File: src/rtl/uart_tx_baud.sv
// uart_tx_baud: UART transmitter with an internal baud-enable counter, LSB-first start/data/[parity]/stop framing
module uart_tx_baud #(
  parameter int CLKS_PER_BIT = 10417,
  parameter int DATA_BITS    = 8,
  parameter int PARITY_EN    = 0,
  parameter int PARITY_ODD   = 0,
  parameter int STOP_BITS    = 1
) (
  input  logic                 internal_clk_fgpa,
  input  logic                 rst_n,
  input  logic [DATA_BITS-1:0] tx_data,
  input  logic                 tx_valid,
  output logic                 tx_ready,
  output logic                 tx,
  output logic                 busy,
  output logic                 tx_done
);
  localparam int CW = (CLKS_PER_BIT < 2) ? 1 : $clog2(CLKS_PER_BIT);
  localparam logic [2:0] IDLE   = 3'd0;
  localparam logic [2:0] START  = 3'd1;
  localparam logic [2:0] DATA   = 3'd2;
  localparam logic [2:0] PARITY = 3'd3;
  localparam logic [2:0] STOP   = 3'd4;
  generate
    if (CLKS_PER_BIT < 2 || DATA_BITS < 5 || DATA_BITS > 9 || (STOP_BITS != 1 && STOP_BITS != 2)) begin : g_bad_params
      $error("uart_tx_baud: illegal parameter set");
    end
  endgenerate
  logic [2:0]           state;
  logic [CW-1:0]        baud_cnt;
  logic [3:0]           bit_cnt;
  logic [DATA_BITS-1:0] shift;
  logic                 par;
  logic                 bit_end;
  assign bit_end  = baud_cnt == CW'(CLKS_PER_BIT - 1);
  assign tx_ready = state == IDLE;
  assign busy     = state != IDLE;
  // tx is only ever loaded at bit boundaries, so the line is a clean register output
  always_ff @(posedge internal_clk_fgpa or negedge rst_n) begin
    if (!rst_n) begin
      state    <= IDLE;
      baud_cnt <= '0;
      bit_cnt  <= '0;
      shift    <= '0;
      par      <= 1'b0;
      tx       <= 1'b1;
      tx_done  <= 1'b0;
    end else begin
      tx_done <= 1'b0;
      if (state == IDLE) begin
        if (tx_valid) begin
          state    <= START;
          tx       <= 1'b0;
          baud_cnt <= '0;
          bit_cnt  <= '0;
          shift    <= tx_data;
          par      <= (^tx_data) ^ (PARITY_ODD != 0);
        end
      end else if (!bit_end) begin
        baud_cnt <= baud_cnt + CW'(1);
      end else begin
        baud_cnt <= '0;
        case (state)
          START: begin
            state <= DATA;
            tx    <= shift[0];
            shift <= shift >> 1;
          end
          DATA: begin
            if (bit_cnt == 4'(DATA_BITS - 1)) begin
              bit_cnt <= '0;
              state   <= (PARITY_EN != 0) ? PARITY : STOP;
              tx      <= (PARITY_EN != 0) ? par : 1'b1;
            end else begin
              bit_cnt <= bit_cnt + 4'd1;
              tx      <= shift[0];
              shift   <= shift >> 1;
            end
          end
          PARITY: begin
            state <= STOP;
            tx    <= 1'b1;
          end
          STOP: begin
            if (bit_cnt == 4'(STOP_BITS - 1)) begin
              state   <= IDLE;
              bit_cnt <= '0;
              tx_done <= 1'b1;
            end else begin
              bit_cnt <= bit_cnt + 4'd1;
            end
          end
          default: begin
            state <= IDLE;
            tx    <= 1'b1;
          end
        endcase
      end
    end
  end
endmodule

File: config.mk
export PLATFORM = sky130hd
export DESIGN_NAME = uart_tx_baud
export DESIGN_NICKNAME = d
export VERILOG_FILES = /design/src/rtl/uart_tx_baud.sv
export SDC_FILE = /design/constraint.sdc
export NUM_CORES = 1
export LEC_CHECK = 0
export ABC_CLOCK_PERIOD_IN_PS = 2100
export BUFFER_PORTS_ARGS = -buffer_cell sky130_fd_sc_hd__buf_4
export CAP_MARGIN = 20
export CORE_MARGIN = 1.5
export CORE_UTILIZATION = 45
export CTS_CLUSTER_DIAMETER = 30
export DETAILED_ROUTE_END_ITERATION = 8
export PLACE_DENSITY = 0.67
export SLEW_MARGIN = 40
export SYNTH_ARGS = -nofsm -noshare
export SYNTH_HDL_FRONTEND = slang
export SYNTH_SLANG_ARGS = --single-unit
export TNS_END_PERCENT = 20
File: constraint.sdc
create_clock -name internal_clk_fgpa -period 2.1 [get_ports internal_clk_fgpa]
set_clock_uncertainty 0.15 [all_clocks]
set_input_delay 0.42 -clock internal_clk_fgpa [delete_from_list [all_inputs] [get_ports internal_clk_fgpa]]
set_output_delay 0.42 -clock internal_clk_fgpa [all_outputs]
set_load 0.005 [all_outputs]
==> impl_metrics.tcl <==
set metrics [dict create \
    status "complete, but fails checks" \
    violations "setup timing" \
    coreArea_mm2 0.00366 \
    relSlewSlack_pct 57.2 \
    netSwitchingFraction_pct 21.8 \
    tightest_slew_ns 0.641 \
    worst-r2r-setup-slack_ns -0.11 \
    finalCriticalPeriod_ns 2.21 \
    seqPwrFrac_pct 53.8 \
    final_cell_area_mm2 0.00222 \
    ant_nets 0 \
    n_fill_cell 312 \
    final.setup.tns_ns -0.903 \
    post-dp-hpwl_mm 2.91 \
    place_inst 263 \
    drv_slew 0 \
    fin_cells 274 \
    cts_root_buf "clkbuf_8" \
    ys_async_sr_fraction_pct 100 \
    met1_usage_pct 26.2 \
    grt_pass1_wl_mm 6.85 \
    powerDensity_mw_per_mm2 500 \
    combPwrFrac_pct 2.8 \
    arrival_ns 2.21 \
    clk_pin_slew_ns 0.06 \
    worst-setup-path-type "reg2reg" \
    startpoint_type "register" \
    slowest_stage "or4_4" \
    grt_antenna_before_repair 0 \
    fin_nets 241 \
    crit_fanout 7 \
    synth_flop_cell "dfrtp_1" \
    seq_area_um2 777 \
    cts_tree "yes" \
    yosys_warnings 0 \
    syn_area_mm2 0.00172 \
    worstSetupEndpointType "register" \
    grt_max_degree 32 \
    cts_made_buffers 5 \
    clock_power_share_pct 43.4 \
    hold_violations 0 \
    port_buffers 14 \
    grt_usage_pct 21.2 \
    routed_wl_mm 4.26 \
    rsz0062_at_grt "yes" \
    slowest_delay_ns 0.56 \
    clk_path_buf_depth 2 \
    p_leak_nw 1.00 \
    drc_errors 0 \
    synth_edf_count 0 \
    grt_pass1_vias 1496 \
    crit_chain "or4_4, or4_4, o21ai_4, buf_6, clkbuf_16, a31oi_1" \
    drt-initial-drc-count 109 \
    die_height_um 64.9 \
    switching_power_mw 0.242 \
    dieArea_mm2 0.00421 \
    synth_nets 204 \
    critical_path.most_common_cell "or4_4" \
    diodes 0 \
    die-width_um 64.9 \
    fmax_ghz 0.452 \
    vias 1618 \
    place.gp.congestion 0.791 \
    yosys.cell_types.count 39 \
    drive_gt1_share_pct 27.9 \
    met2_usage_pct 35.7 \
    clock-sinks 31 \
    most-common-layout-cells "buf_4 (36), dfrtp_1 (30), a31oi_1 (19), a21oi_1 (18), nand2_1 (17)" \
    grt_overflow 0 \
    hold_path.class "in2reg" \
    io_pins 15 \
    row_count 22 \
    grt_util_met3_pct 4.34 \
    place_area_mm2 0.00202 \
    start_util_pct 47.1 \
    multiInputGateArea_um2 923 \
    synth_seq_area_share_pct 45.1 \
    htreeDepth 2 \
    peakVddDrop_uv 311 \
    synth.avg_cell_area_um2 9.12 \
    mostFrequentLayoutCell "buf_4" \
    wl_per_cell_um 15.5 \
    clock_latency_ns 0.28 \
    cap_violations 0 \
    firstDrtPassIters 4 \
    top_usage_layer "met2" \
    syn_inst 189 \
    crit_required_ns 2.10 \
    post-route-period-util_pct 105 \
    whs_ns 0.282 \
    areaGrowthSynthToFinish_pct 29.0 \
    p_int_mw 0.868 \
    fin_ws_ns -0.114 \
    vias_per_cell 5.91 \
    setup_viol_count_final 10 \
    place_ws_ns -0.181 \
    ys_ff_latch 31 \
]
## routing by layer
| layer | up-vias | wire [um] |
|---|---|---|
| met2 | 45 | 2110 |
| met5 | - | 0 |
| met1 | 789 | 1900 |
| met3 | 7 | 184 |
| met4 | 0 | 70 |
| li1 | 777 | - |
## cells in the mapped netlist (2+ instances only)
cell | n | area (um2)
or4_4 | 2 | 22.5
nor4b_1 | 2 | 17.5
nand3_1 | 9 | 45.0
a31oi_1 | 20 | 125
nand2_1 | 17 | 63.8
ha_1 | 4 | 50.1
nand4_1 | 4 | 25.0
dfrtp_1 | 30 | 751
o21ai_0 | 15 | 75.1
buf_2 | 7 | 35.0
nor2_1 | 8 | 30.0
or3_1 | 6 | 37.5
and3_1 | 4 | 25.0
clkbuf_1 | 3 | 11.3
a21oi_1 | 19 | 95.1
inv_1 | 7 | 26.3
mux2i_1 | 8 | 80.1
nand2b_1 | 3 | 18.8
## kinds of logic (layout without fill, tap and decap cells)
family	count (synthesis)	count (layout)	share of synthesized area, %
muxes	8	8	4.65
AOI/OAI and AO/OA	63	63	21.7
adders and majority gates	4	4	2.90
DFF	31	31	45.1
and+or+nand+nor	65	65	20.8
buffers and inverters	18	55	4.87
## critical path, delay by kind of cell (launching register included)
family | cells | cell delay, ns
buffers and inverters | 2 | 0.26
AO/OA/AOI/OAI | 2 | 0.27
AND/OR/NAND/NOR | 2 | 1.01
flip-flops | 1 | 0.38
## flip-flops by register name, summed over array words and instances (netlist names)
register  cells
tx            1
baud_cnt     14
shift         8
bit_cnt       4
tx_done       1
state         3
## final cells by class
class / instances / share of cell area (%)
clock buffers: 6 / 3.72
clock inverters: 1 / 0.225
inverters: 7 / 1.18
multi-input cells: 140 / 41.6
flip-flops and latches: 31 / 35.0
well taps: 48 / 2.70
repair buffers: 41 / 15.7
## power groups by stage
stage,Sequential (mW),Clock (mW),Combinational [mW]
3_5_place_dp,0.608,0,0.0308
5_1_grt,0.597,0.509,0.0352
2_1_floorplan,0.608,0,0.00201
4_1_cts,0.597,0.489,0.0323
6_report,0.597,0.482,0.0310
3_3_place_gp,0.608,0,0.0296
## metrics by stage
stage | utilization (%) | total power [mW]
3_5_place_dp | 55.3 | 0.639
3_3_place_gp | 55.2 | 0.638
6_report | 60.7 | 1.11
5_1_grt | 60.7 | 1.14
2_1_floorplan | - | 0.610
4_1_cts | 58.5 | 1.12
## final timing paths
path	startpoint	to	cells after the start
min in group asynchronous	rst_n	bit_cnt[2]	2
setup reg to reg	baud_cnt[3]	shift[0]	6
hold / removal	tx_data[7]	shift[7]	3
setup / recovery	baud_cnt[3]	shift[0]	6
hold reg to reg	baud_cnt[8]	baud_cnt[8]	1
max in group asynchronous	rst_n	tx	2
## what timing repair did
item	CTS	global route
hold endpoints to repair	30	0
hold buffers	1	0
gates resized for setup	5	10
pin swaps	2	1
buffers inserted	0	2
gates cloned	0	1
endpoints found under the setup margin	14	16
No activity file was read; power rests on OpenSTA's default activity.
